==> src/rtl/clock_route_pkg.sv <==
// Shared definitions for the clock-route configuration blocks.
//   route_state_e : sequencing states of the divider configuration controller
//   WAIT_CNT_W    : width of the acknowledge wait counter
//   cfg_is_valid  : legality check for a requested divide setting
package clock_route_pkg;

    localparam int unsigned WAIT_CNT_W = 16;

    typedef enum logic [2:0] {
        StIdle,
        StUpdReq,
        StUpdRel,
        StEnChk,
        StEnWait,
        StDone
    } route_state_e;

    // Integer part must be non-zero; a fractional part must be a proper fraction.
    function automatic logic cfg_is_valid(input logic [7:0] req_mfi,
                                          input logic [7:0] req_mfn,
                                          input logic [7:0] req_mfd);
        return (req_mfi != 8'd0) && ((req_mfn == 8'd0) || (req_mfn < req_mfd));
    endfunction

endpackage

==> src/rtl/clock_logic_cross_sync_0.sv <==
// Two-flop level synchroniser bringing an asynchronous level into the clock domain.
//   clock        : destination clock
//   async_resetn : asynchronous active-low reset, clears both flops
//   async_in     : asynchronous level input
//   sync_out     : synchronised level, two cycles of latency
module clock_logic_cross_sync_0 (
    input  logic clock,
    input  logic async_resetn,
    input  logic async_in,
    output logic sync_out
);

    logic meta_q;
    logic sync_q;

    always_ff @(posedge clock or negedge async_resetn) begin
        if (!async_resetn) begin
            meta_q <= 1'b0;
            sync_q <= 1'b0;
        end else begin
            meta_q <= async_in;
            sync_q <= meta_q;
        end
    end

    assign sync_out = sync_q;

endmodule

==> src/rtl/clock_route_config_ctrl.sv <==
// Divider configuration controller. Accepts a divide setting, validates it, presents
// it to the divider and runs an update request/release handshake, then brings the
// divider enable to the requested state. Every handshake wait is bounded.
//   clock, async_resetn           : block clock, asynchronous active-low reset
//   cfg_valid/cfg_ready           : request handshake (ready only when idle)
//   cfg_mfi/cfg_mfn/cfg_mfd       : requested integer/numerator/denominator
//   cfg_enable                    : requested divider enable
//   mfi/mfn/mfd                   : registered divide values to the divider
//   async_update/async_update_ack : update request level and its async acknowledge
//   async_enable/async_enable_ack : enable request level and its async acknowledge
//   busy, done                    : sequence active, one-cycle completion pulse
//   err_cfg, err_timeout          : sticky status of the last request
module clock_route_config_ctrl
    import clock_route_pkg::*;
#(
    parameter int unsigned TIMEOUT_CYCLES = 1023
) (
    input  logic       clock,
    input  logic       async_resetn,
    input  logic       cfg_valid,
    output logic       cfg_ready,
    input  logic [7:0] cfg_mfi,
    input  logic [7:0] cfg_mfn,
    input  logic [7:0] cfg_mfd,
    input  logic       cfg_enable,
    output logic [7:0] mfi,
    output logic [7:0] mfn,
    output logic [7:0] mfd,
    output logic       async_update,
    input  logic       async_update_ack,
    output logic       async_enable,
    input  logic       async_enable_ack,
    output logic       busy,
    output logic       done,
    output logic       err_cfg,
    output logic       err_timeout
);

    localparam logic [WAIT_CNT_W-1:0] TimeoutVal = WAIT_CNT_W'(TIMEOUT_CYCLES);

    route_state_e          state_q, state_d;
    logic [WAIT_CNT_W-1:0] cnt_q, cnt_d;
    logic [7:0]            mfi_q, mfi_d, mfn_q, mfn_d, mfd_q, mfd_d;
    logic                  en_target_q, en_target_d;
    logic                  async_update_q, async_update_d;
    logic                  async_enable_q, async_enable_d;
    logic                  err_cfg_q, err_cfg_d;
    logic                  err_timeout_q, err_timeout_d;

    logic upd_ack_sync, en_ack_sync;
    logic accept, req_ok, en_match, wait_state, ack_met, abort;

    clock_logic_cross_sync_0 u_upd_ack_sync (
        .clock        (clock),
        .async_resetn (async_resetn),
        .async_in     (async_update_ack),
        .sync_out     (upd_ack_sync)
    );

    clock_logic_cross_sync_0 u_en_ack_sync (
        .clock        (clock),
        .async_resetn (async_resetn),
        .async_in     (async_enable_ack),
        .sync_out     (en_ack_sync)
    );

    assign accept   = cfg_valid && (state_q == StIdle);
    assign req_ok   = cfg_is_valid(cfg_mfi, cfg_mfn, cfg_mfd);
    assign en_match = (en_ack_sync == en_target_q);

    // Which states wait on an acknowledge, and whether the awaited level is present.
    always_comb begin
        wait_state = 1'b0;
        ack_met    = 1'b0;
        unique case (state_q)
            StUpdReq: begin wait_state = 1'b1; ack_met = upd_ack_sync;  end
            StUpdRel: begin wait_state = 1'b1; ack_met = !upd_ack_sync; end
            StEnWait: begin wait_state = 1'b1; ack_met = en_match;      end
            default:  ;
        endcase
    end

    // An arriving acknowledge wins over a coincident timeout.
    assign abort = wait_state && !ack_met && (cnt_q == TimeoutVal);

    always_ff @(posedge clock or negedge async_resetn) begin
        if (!async_resetn) state_q <= StIdle;
        else               state_q <= state_d;
    end

    always_comb begin
        state_d = state_q;
        unique case (state_q)
            StIdle:   if (accept && req_ok) state_d = StUpdReq;
            StUpdReq: if (ack_met) state_d = StUpdRel; else if (abort) state_d = StIdle;
            StUpdRel: if (ack_met) state_d = StEnChk;  else if (abort) state_d = StIdle;
            StEnChk:  state_d = en_match ? StDone : StEnWait;
            StEnWait: if (ack_met) state_d = StDone;   else if (abort) state_d = StIdle;
            StDone:   state_d = StIdle;
            default:  state_d = StIdle;
        endcase
    end

    always_comb begin
        cfg_ready = (state_q == StIdle);
        busy      = (state_q != StIdle);
        done      = (state_q == StDone);
    end

    always_comb begin
        mfi_d          = mfi_q;
        mfn_d          = mfn_q;
        mfd_d          = mfd_q;
        en_target_d    = en_target_q;
        err_cfg_d      = err_cfg_q;
        err_timeout_d  = err_timeout_q;
        async_enable_d = async_enable_q;
        // Registered so the divider sees a glitch-free request level.
        async_update_d = (state_d == StUpdReq);
        if (accept) begin
            if (req_ok) begin
                mfi_d         = cfg_mfi;
                mfn_d         = cfg_mfn;
                mfd_d         = cfg_mfd;
                en_target_d   = cfg_enable;
                err_cfg_d     = 1'b0;
                err_timeout_d = 1'b0;
            end else begin
                err_cfg_d = 1'b1;
            end
        end
        if ((state_q == StEnChk) && !en_match) async_enable_d = en_target_q;
        if (abort) err_timeout_d = 1'b1;
        if (state_d != state_q) cnt_d = '0;
        else if (wait_state)    cnt_d = cnt_q + WAIT_CNT_W'(1);
        else                    cnt_d = cnt_q;
    end

    always_ff @(posedge clock or negedge async_resetn) begin
        if (!async_resetn) begin
            cnt_q          <= '0;
            mfi_q          <= 8'd0;
            mfn_q          <= 8'd0;
            mfd_q          <= 8'd0;
            en_target_q    <= 1'b0;
            async_update_q <= 1'b0;
            async_enable_q <= 1'b0;
            err_cfg_q      <= 1'b0;
            err_timeout_q  <= 1'b0;
        end else begin
            cnt_q          <= cnt_d;
            mfi_q          <= mfi_d;
            mfn_q          <= mfn_d;
            mfd_q          <= mfd_d;
            en_target_q    <= en_target_d;
            async_update_q <= async_update_d;
            async_enable_q <= async_enable_d;
            err_cfg_q      <= err_cfg_d;
            err_timeout_q  <= err_timeout_d;
        end
    end

    assign mfi          = mfi_q;
    assign mfn          = mfn_q;
    assign mfd          = mfd_q;
    assign async_update = async_update_q;
    assign async_enable = async_enable_q;
    assign err_cfg      = err_cfg_q;
    assign err_timeout  = err_timeout_q;

endmodule

==> config.mk <==
export PLATFORM = sky130hd
export DESIGN_NAME = clock_route_config_ctrl
export DESIGN_NICKNAME = d
export VERILOG_FILES = /design/src/rtl/clock_route_pkg.sv /design/src/rtl/clock_logic_cross_sync_0.sv /design/src/rtl/clock_route_config_ctrl.sv
export SDC_FILE = /design/constraint.sdc
export NUM_CORES = 1
export LEC_CHECK = 0
export ABC_CLOCK_PERIOD_IN_PS = 2600
export CORE_MARGIN = 10
export CORE_UTILIZATION = 50
export DETAILED_ROUTE_END_ITERATION = 8
export PLACE_DENSITY = 0.8
export SYNTH_ARGS = -nofsm -noshare
export SYNTH_HDL_FRONTEND = slang
export SYNTH_SLANG_ARGS = --single-unit
==> constraint.sdc <==
create_clock -name clock -period 2.6 [get_ports clock]
set_input_delay 0.39 -clock clock [delete_from_list [all_inputs] [get_ports clock]]
set_output_delay 0.39 -clock clock [all_outputs]
set_load 0.005 [all_outputs]
==> metrics.yaml, run 1 <==
outcome: "finished, final reports clean"
ant_nets: 0
drv_cap: 0
swShare: 0.367
cts.sinks: 52
r2r_start: "state_q[1]$_DFF_PN0_"
min_period_ps: 2500
ys_ff_latch: 52
synth_most_common_cell: "nand2_1"
critical_path.endpoint_type: "register"
power.density_nw_per_um2: 883
fin_cells: 423
min_path_type: "in -> async"
synth.top_cells.by_area: "dfrtp_1 49%, nand2_1 10%, a211oi_2 4.7%"
critPathSlowestCell: "or4_4"
post_synth.cell_area_avg_um2: 9.77
leakage_nw: 1.60
grt_util_all_layers: 0.152
setup_viol: 0
start_kind: "primary input"
rsz0062_at_grt: "no"
clk_pin_slew_worst_paths_ps: 110
core-area_um2: 5140
synth_top_area_cell: "dfrtp_1"
synthCells: 274
worst-path-buf-inv: 3
dr.first_iter.drc_count: 88
pwr-share-comb: 0.470
ff2ff_setup_slack_ps: 270
placementRows: 26
worst_slew_pin_slew_ps: 620
path_cells: "clkdlybuf4s50_1 -> inv_1 -> ha_1 -> nand2_1 -> or4_4 -> and3_4 -> or3_1 -> buf_4 -> a211oi_1"
critical-path-max-stage-delay_ps: 510
final_layout_size_suffix_gt1_frac: 0.156
synth_nets: 312
h-tree-depth: 2
grt_max_degree: 29
regToRegEndpoint: "cnt_q[4]$_DFFE_PN0P_"
seqPwrFrac: 0.374
p_clk_frac: 0.156
routed_via_density: 5.11
fin_nets: 390
grt_remaining_overflow: 0
path_depth: 9
die_w_um: 93.2
synth.distinct_cells: 50
synthArstFlopShare: 1.00
antenna_cells: 0
ir_worst_vdd_uv: 555
max_freq_mhz: 399
hold_buffers: 0
synth_edf_count: 0
cts_buffers: 5
vias: 2162
grt_antenna_before_repair: 0
p_sw_mw: 1.16
place_hpwl_mm: 4.87
port-buffer-count: 60
routedWlPerCell_um: 14.9
cts_tree: "yes"
holdWs_ps: 65.9
clock_path_buffers: 2
die_y_um: 93.2
yosysSeqAreaShare: 0.486
synth_commonest_cells: "71 x nand2_1, 52 x dfrtp_1, 14 x o21ai_0"
drv_slew: 0
hold_viol: 0
synthToLayoutAreaGrowth_pct: 34.1
synth_warnings: 0
gp_congestion: 0.842
critPathRequiredTime_ps: 2820
arrival_ps: 2730
p_int_mw: 2.01
dr.pass1.iters: 4
start_util: 0.521
io_pins: 61
die_area_um2: 8680
place_inst: 415
ff2ff_path_depth: 7
critPathTopFamily: "simple AND/OR/NAND/NOR gates"
post_cts_buffers: 0
criticalPathCategory: "in -> reg"
fin_crit_sh: 0.963
netlist_area_um2: 2680
synth_top_area_frac: 0.486
skew_ps: 15.0
drc_errors: 0
clock_latency_ps: 320
cts_root_buffer: "clkbuf_8"
grt_pass1_vias: 2311
slew_headroom: 0.587
drt_wl_total_mm: 6.32
critPathMaxFanout: 4
cts_resized: 0
setup_tns_ps: 0
ys.flop_type: "dfrtp_1"
final_util: 0.698
grt_pass1_wl_mm: 10.8
-- flip-flops by register name, indices dropped and copies added, names as in the netlist, 3 cells and up --
name / count
mfi: 8
cnt_q: 16
state_q: 3
mfd: 8
mfn: 8
-- cell families after synthesis --
family / after synthesis / share of synthesized area
compound gates: 48 / 0.145
xor+xnor: 18 / 0.0589
flops: 52 / 0.486
simple gates: 122 / 0.222
mux: 2 / 0.00795
fa+ha+maj: 8 / 0.0374
buf+inv: 24 / 0.0430
-- metrics by stage --
stage | worst slack (ps) | total power, mW | cell area (um2)
after floorplan | 275 | 1.91 | 2680
after global placement | -191 | 2.65 | 3490
after detailed placement | -256 | 2.69 | 3490
after CTS | 80.9 | 3.18 | 3580
after global routing | 9.33 | 3.41 | 3590
final | 96.1 | 3.17 | 3590
-- routing by layer --
metal	vias up	part of all wire	GRT usage
li1	1091	-	-
met1	1013	0.43	0.177
met2	52	0.46	0.238
met3	6	0.10	0.0871
met4	0	0.0070	0.0308
met5	-	0	0
-- cell type report --
cell class | count | area (um2)
Clock buffer | 5 | 68.8
Fill cell | 413 | 1550
Tap cell | 70 | 87.6
Timing Repair Buffer | 83 | 797
Sequential cell | 52 | 1300
Inverter | 12 | 45.0
Multi-Input combinational cell | 198 | 1260
Clock inverter | 3 | 25.0
-- worst reg2reg max path, stage by stage, from the launching register on --
cell       delay [ps]
dfrtp_1           490
o21ai_0           300
o2111ai_2         220
o221ai_1          290
nand3_1           160
or3_1             380
buf_4             170
a211oi_1          230
-- worst max path at each step --
stage	startpoint	end	slack (ps)
floorplan	cfg_mfd[1]	cnt_q[10]$_DFFE_PN0P_	270
global placement	cfg_mfd[7]	cnt_q[7]$_DFFE_PN0P_	-190
detailed placement	cfg_mfd[2]	cnt_q[12]$_DFFE_PN0P_	-260
CTS	cfg_mfd[2]	cnt_q[12]$_DFFE_PN0P_	80
global route	cfg_mfd[7]	cnt_q[5]$_DFFE_PN0P_	9
finish	cfg_mfd[7]	cnt_q[4]$_DFFE_PN0P_	100
-- power by group through the flow --
stage	sequential (mW)	clock [mW]	combinational, mW
after floorplan	1.19	0	0.720
after global placement	1.20	0	1.46
after detailed placement	1.20	0	1.48
after CTS	1.19	0.500	1.49
after global routing	1.22	0.535	1.66
final	1.19	0.495	1.49
-- cell usage in the layout (no fill, tap or decap), types with 2 or more instances in the layout --
master and n:
o21ai_0 14, and3_1 3, nand3b_1 3, xor2_1 10, a211oi_2 11, or4_1 2
buf_12 2, buf_4 20, clkbuf_8 5, ha_1 8, a21oi_1 5, nand2_1 71
inv_1 11, nand3_1 8, a211oi_1 6, nor3_1 3, nand2b_1 3, xnor2_1 8
nor2_1 10, inv_6 2, clkdlybuf4s50_1 59, o21ai_1 2, nor2b_1 3, nor4_1 3
dfrtp_1 52
Power figures use the tool's default switching activity.
==> run 2: changes to the inputs <==
--- a/config.mk
+++ b/config.mk
@@ -5,11 +5,13 @@
 export SDC_FILE = /design/constraint.sdc
 export NUM_CORES = 1
 export LEC_CHECK = 0
+export ABC_AREA = 1
 export ABC_CLOCK_PERIOD_IN_PS = 2600
 export CORE_MARGIN = 10
-export CORE_UTILIZATION = 50
+export CORE_UTILIZATION = 49
 export DETAILED_ROUTE_END_ITERATION = 8
-export PLACE_DENSITY = 0.8
+export PLACE_DENSITY = 0.79
+export SLEW_MARGIN = 20
 export SYNTH_ARGS = -nofsm -noshare
 export SYNTH_HDL_FRONTEND = slang
 export SYNTH_SLANG_ARGS = --single-unit
==> metrics.yaml, run 2 <==
synthCells: 299  # +9.1%
worst-path-buf-inv: 1  # -2
final_util: 0.660  # -0.0386
fill_cells: 403  # -2.4%
slew_headroom: 0.539  # -0.0481
critPathMaxFanout: 16  # +12
grt_pass1_wl_mm: 9.78  # -9.0%
leakage_nw: 1.65  # +2.7%
power.density_nw_per_um2: 949  # +7.4%
die_y_um: 91.8  # -1.5%
ir_worst_vdd_uv: 541  # -2.5%
path_cells: "clkdlybuf4s50_1 -> ha_1 -> a21oi_1 -> nor2_1 -> nor3_1 -> nand2_1 -> nand2_1 -> nand2_1 -> nand3_2 -> nand2_1 -> nand2_1 -> nand2_2 -> nor2_1"
setup_viol: 0  # unchanged
final_layout_size_suffix_gt1_frac: 0.0879  # -0.0679
synth_top_area_cell: "dfrtp_1"
drv_slew: 0  # unchanged
skew_ps: 10.4  # -4.60 ps
grt_antenna_before_repair: 0  # unchanged
die_w_um: 91.8  # -1.5%
fin_nets: 401  # +2.8%
synth.distinct_cells: 24  # -52%
min_period_ps: 2180  # -320 ps
setup_tns_ps: 0  # unchanged
synth_nets: 337  # +8.0%
clock_path_buffers: 2  # unchanged
ys.flop_type: "dfrtp_1"
dr.pass1.iters: 4  # unchanged
rsz0062_at_grt: "no"
synthArstFlopShare: 1.00  # unchanged
worst_slew_pin_slew_ps: 692  # +72.1 ps
post_cts_buffers: 0  # unchanged
post_synth.cell_area_avg_um2: 8.44  # -14%
routedWlPerCell_um: 13.0  # -13%
routed_via_density: 4.76  # -7.0%
final_cell_mix: "87 x nand2_1, 59 x clkdlybuf4s50_1, 52 x dfrtp_1"
synth_top_family_by_area: "simple AND/OR/NAND/NOR gates"
core-area_um2: 5040  # -1.9%
start_kind: "primary input"
cpMostUsedCell: "nand2_1"
synth_most_common_cell: "nand2_1"
criticalPathCategory: "in -> reg"
top_register: "cnt_q"
grt_pass1_vias: 2128  # -7.9%
arrival_ps: 2420  # -310 ps
cts.sinks: 52  # unchanged
synthAdderAreaFrac: 0.0397  # +0.00226
place_hpwl_mm: 4.37  # -10%
final-seq-area_um2: 1300  # unchanged
mostFrequentLayoutCell: "nand2_1"
synthSimpleGateAreaFrac: 0.267  # +0.0456
hold_buffers: 0  # unchanged
gp_congestion: 0.884  # +4.9%
critical-path-max-stage-delay_ps: 450  # -60 ps
largest_reg_flops: 16  # unchanged
grt_util_all_layers: 0.140  # -0.0117
yosysSeqAreaShare: 0.516  # +0.0294
synth.top_cells.by_area: "dfrtp_1 52%, nand2_1 13%, inv_1 5.8%"
dr.first_iter.drc_count: 66  # -25%
max_freq_mhz: 458  # +15%
start_util: 0.500  # -0.0202
ant_nets: 0  # unchanged
holdWs_ps: 118  # +51.6 ps
cts_root_buffer: "clkbuf_8"
clk_pin_slew_worst_paths_ps: 90  # -20 ps
clock_latency_ps: 300  # -20 ps
critPathTopFamily: "simple AND/OR/NAND/NOR gates"
synth_compound_area_frac: 0.0476  # -0.0973
h-tree-depth: 2  # unchanged
grt_max_degree: 40  # +38%
synth.area.mux_share: 0.00397  # -0.00398
multi_input_area_um2: 1040  # -18%
synthToLayoutAreaGrowth_pct: 31.8
drc_errors: 0  # unchanged
ys_ff_latch: 52  # unchanged
critPathSlowestCell: "clkdlybuf4s50_1"
critical_path.endpoint_type: "register"
io_pins: 61  # unchanged
netlist_area_um2: 2520  # -5.7%
synth_warnings: 0  # unchanged
cts_tree: "yes"
drt_wl_total_mm: 5.64  # -11%
outcome: "finished, final reports clean"
synthXorXnorAreaFrac: 0.0521  # -0.00685
placementRows: 26  # unchanged
synth_top_area_frac: 0.516  # +0.0294
fin_crit_sh: 0.840  # -0.123
grt_remaining_overflow: 0  # unchanged
die_area_um2: 8420  # -3.0%
hold_viol: 0  # unchanged
critPathRequiredTime_ps: 2840  # +20 ps
synth_edf_count: 0  # unchanged
antenna_cells: 0  # unchanged
port-buffer-count: 60  # unchanged
min_path_type: "in -> async"
drv_cap: 0  # unchanged
synth_commonest_cells: "87 x nand2_1, 52 x dfrtp_1, 39 x inv_1"
cts_resized: 0  # unchanged
vias: 2064  # -4.5%
cts_buffers: 5  # unchanged
run 2: cell count changes in the layout (fill, tap and decap cells not counted), moves of 4 or more:
| cell | change |
|---|---|
| nor2_1 | +14 |
| xnor2_1 | -5 |
| nor2_2 | +11 |
| a211oi_1 | -6 |
| buf_4 | -16 |
| inv_1 | +28 |
| o21ai_0 | +4 |
| nand4_1 | +6 |
| a211oi_2 | -11 |
| nand2_1 | +16 |
run 2: worst register-to-register path, delay by kind of cell (launching register included):
family,cells,cell delay (ps)
simple gates,8,1040
compound gates,2,390
flops,1,380
fa+ha+maj,1,180
buf+inv,1,70
run 2: per-stage QoR:
step                setup slack (ps)  total power [mW]  area [um2]  std cells
finish                           416              3.16        3330        434
global route                     212              3.41        3330        434
CTS                              400              3.20        3330        434
detailed placement               110              2.58        3200        426
global placement                 174              2.55        3200        426
floorplan                        799              1.91        2520        299
run 2: report_power, final:
group	switching (mW)	total (mW)	internal (mW)
combinational	0.707	1.36	0.653
sequential	0.153	1.20	1.05
clock	0.258	0.597	0.340
run 2: logic make-up (layout without fill, tap and decap cells):
family | count (synthesis) | count (layout)
AO/OA/AOI/OAI | 24 | 24
XOR/XNOR | 15 | 15
adder cells (fa/ha/maj) | 8 | 8
buffers and inverters | 47 | 112
flip-flops | 52 | 52
multiplexers | 1 | 1
AND/OR/NAND/NOR | 152 | 152
run 2: final timing paths:
path | start | slack (ps) | end | depth (start not counted)
setup / recovery | cfg_mfn[5] | 420 | cnt_q[5]$_DFFE_PN0P_ | 13
hold / removal | async_resetn | 120 | async_enable$_DFFE_PN0P_ | 1
setup reg to reg | cnt_q[0]$_DFFE_PN0P_ | 430 | cnt_q[5]$_DFFE_PN0P_ | 12
hold reg to reg | u_upd_ack_sync.meta_q$_DFF_PN0_ | 360 | u_upd_ack_sync.sync_out$_DFF_PN0_ | 0
max in group asynchronous | async_resetn | 1840 | mfd[7]$_DFFE_PN0P_ | 2
min in group clock | u_upd_ack_sync.meta_q$_DFF_PN0_ | 360 | u_upd_ack_sync.sync_out$_DFF_PN0_ | 0
run 2: layer usage:
metal,wire [um],track usage,up-vias,share of wire
met5,0,0,-,0
met4,35,0.0270,0,0.0062
met3,563,0.0766,4,0.10
met2,2630,0.233,54,0.47
met1,2420,0.155,954,0.43
li1,-,-,1052,-
run 2: area by class of cell:
cell class              instances  share of cell area
clock inverters                 1             0.00903
well taps                      70              0.0263
flip-flops and latches         52               0.391
inverters                      40              0.0451
multi-input cells             200               0.311
repair buffers                 64               0.188
clock buffers                   7              0.0290
==> run 3: changes to the inputs <==
--- a/config.mk
+++ b/config.mk
@@ -6,7 +6,7 @@
 export NUM_CORES = 1
 export LEC_CHECK = 0
 export ABC_AREA = 1
-export ABC_CLOCK_PERIOD_IN_PS = 2600
+export ABC_CLOCK_PERIOD_IN_PS = 2100
 export CORE_MARGIN = 10
 export CORE_UTILIZATION = 49
 export DETAILED_ROUTE_END_ITERATION = 8
==> constraint.sdc (replaced) <==
create_clock -name clock -period 2.1 [get_ports clock]
set_input_delay 0.315 -clock clock [delete_from_list [all_inputs] [get_ports clock]]
set_output_delay 0.315 -clock clock [all_outputs]
set_load 0.005 [all_outputs]
==> metrics.yaml, run 3 (synthesized netlist as in run 2, its figures left out) <==
dr.pass1.iters: 4  # unchanged
critPathRequiredTime_ps: 2350  # -490 ps
mostFrequentLayoutCell: "nand2_1"
fin_cells: 449  # +3.5%
p_int_mw: 2.63  # +29%
power.density_nw_per_um2: 1170  # +23%
p_clk_frac: 0.174  # -0.015
min_period_ps: 1970
fin_crit_sh: 0.938
fill_cells: 424  # +5.2%
max_freq_mhz: 508
die_area_um2: 8420  # unchanged
antenna_cells: 0  # unchanged
ir_worst_vdd_uv: 793  # +47%
routedWlPerCell_um: 12.9  # -0.62%
start_kind: "primary input"
drv_cap: 0  # unchanged
clock_latency_ps: 310  # about the same
skew_ps: 10.3  # -0.113 ps
critical-path-max-stage-delay_ps: 450  # about the same
critPathMaxFanout: 16  # unchanged
stdcell_area_um2: 3480  # +4.7%
final-seq-area_um2: 1300  # about the same
place_hpwl_mm: 4.49  # +2.8%
final_cell_mix: "86 x nand2_1, 59 x clkdlybuf4s50_1, 51 x dfrtp_1"
place_inst: 439  # +3.1%
arrival_ps: 2220  # -200 ps
cpMostUsedCell: "nand2_1"
grt_remaining_overflow: 0  # unchanged
cts_buffers: 5  # unchanged
final_layout_size_suffix_gt1_frac: 0.135  # +0.0467
clock_path_buffers: 2  # unchanged
slew_headroom: 0.671  # +0.132
multi_input_area_um2: 1050  # +1.1%
criticalPathCategory: "in -> reg"
seqPwrFrac: 0.365  # -0.015
gp_congestion: 0.854  # -3.3%
port-buffer-count: 60  # unchanged
drt_wl_total_mm: 5.80  # +2.8%
io_pins: 61  # unchanged
placementRows: 26  # unchanged
fin_ws_ps: 130  # -286 ps
path_cells: "clkdlybuf4s50_1 -> inv_1 -> ha_1 -> a21oi_1 -> nor2_1 -> nor3_1 -> nand2_1 -> nand2_1 -> nand2_2 -> nand3_2 -> nand2_1 -> nand2_1 -> nand2_2 -> buf_12 -> nor2_1"
ant_nets: 0  # unchanged
routed_via_density: 4.77  # +0.36%
pwr-share-comb: 0.461  # +0.030
drv_slew: 0  # unchanged
start_util: 0.500  # unchanged
h-tree-depth: 2  # unchanged
drc_errors: 0  # unchanged
setup_viol: 0  # unchanged
final_util: 0.691  # +0.0313
hold_viol: 0  # unchanged
synthToLayoutAreaGrowth_pct: 38.1
top_register: "cnt_q"
clk_pin_slew_worst_paths_ps: 100  # about the same
grt_pass1_wl_mm: 10.1  # +2.7%
die_w_um: 91.8  # unchanged
hold_depth: 0
grt_pass1_vias: 2302  # +8.2%
grt_max_degree: 40  # unchanged
critPathSlowestCell: "clkdlybuf4s50_1"
cts_tree: "yes"
setup_tns_ps: 0  # unchanged
leakage_nw: 1.72  # +4.7%
cts.sinks: 52  # unchanged
place_area_um2: 3340  # +4.2%
die_y_um: 91.8  # unchanged
cts_root_buffer: "clkbuf_8"
ff2ff_path_depth: 15  # +3
outcome: "finished, final reports clean"
grt_antenna_before_repair: 0  # unchanged
grt_util_all_layers: 0.143  # +0.00311
swShare: 0.356  # +0.00231
p_sw_mw: 1.45  # +30%
min_path_type: "reg -> reg"
core-area_um2: 5040  # unchanged
vias: 2143  # +3.8%
power_mw: 4.08  # +29%
holdWs_ps: 357  # +239 ps
fin_nets: 416  # +3.7%
worst_slew_pin_slew_ps: 494  # -198 ps
dr.first_iter.drc_count: 70  # +6.1%
post-place-ws_ps: -215  # -325 ps
largest_reg_flops: 16  # unchanged
critical_path.endpoint_type: "register"
## run 3: changes by cell type in the layout (fill, tap and decap cells not counted), sizes merged
| cell | delta |
|---|---|
| clkinvlp | +1 |
| buf | +14 |
| dlygate4sd3 | +1 |
| clkbuf | -2 |
| inv | +1 |
## run 3: layout make-up
| cell class | count | area share |
|---|---|---|
| Sequential cell | 52 | 0.374 |
| Multi-Input combinational cell | 200 | 0.301 |
| Clock buffer | 5 | 0.0197 |
| Clock inverter | 3 | 0.0133 |
| Timing Repair Buffer | 79 | 0.224 |
| Tap cell | 70 | 0.0251 |
| Inverter | 40 | 0.0431 |
## run 3: power groups by stage
stage / Clock (mW) / Sequential [mW] / Combinational [mW]
5_1_grt: 0.772 / 1.53 / 2.09
4_1_cts: 0.735 / 1.49 / 1.89
3_5_place_dp: 0 / 1.50 / 1.88
6_report: 0.710 / 1.49 / 1.88
2_1_floorplan: 0 / 1.50 / 0.871
3_3_place_gp: 0 / 1.49 / 1.83
## run 3: worst max-delay path: cells and delay by family
kind / cells / cell delay (ps)
simple gates: 10 / 800
fa+ha+maj: 1 / 300
compound gates: 1 / 150
buf+inv: 3 / 660
## run 3: metal layers
metal / track usage / up-vias / routed length (um)
met1: 0.144 / 1001 / 2340
met4: 0.0398 / 0 / 47
met2: 0.251 / 52 / 2810
met3: 0.0791 / 5 / 603
met5: 0 / - / 0
li1: - / 1085 / -
## run 3: timing repair
item                                    4_1_cts  5_1_grt
setup buffers                                 0        1
resized for setup                             0        6
hold buffers                                  1        0
endpoints found under the hold margin        20        0
endpoints found under the setup margin        0       40
## run 3: worst paths after layout
kind / slack (ps) / startpoint / end
worst max-delay path: 130 / cfg_mfd[5] / cnt_q[2]$_DFFE_PN0P_
worst min-delay path: 360 / u_en_ack_sync.meta_q$_DFF_PN0_ / u_en_ack_sync.sync_out$_DFF_PN0_
worst max register to register: 210 / cnt_q[1]$_DFFE_PN0P_ / cnt_q[2]$_DFFE_PN0P_
worst min register to register: 360 / u_en_ack_sync.meta_q$_DFF_PN0_ / u_en_ack_sync.sync_out$_DFF_PN0_
max in group asynchronous: 1070 / async_resetn / mfd[5]$_DFFE_PN0P_
min in group asynchronous: 490 / async_resetn / state_q[0]$_DFF_PN0_
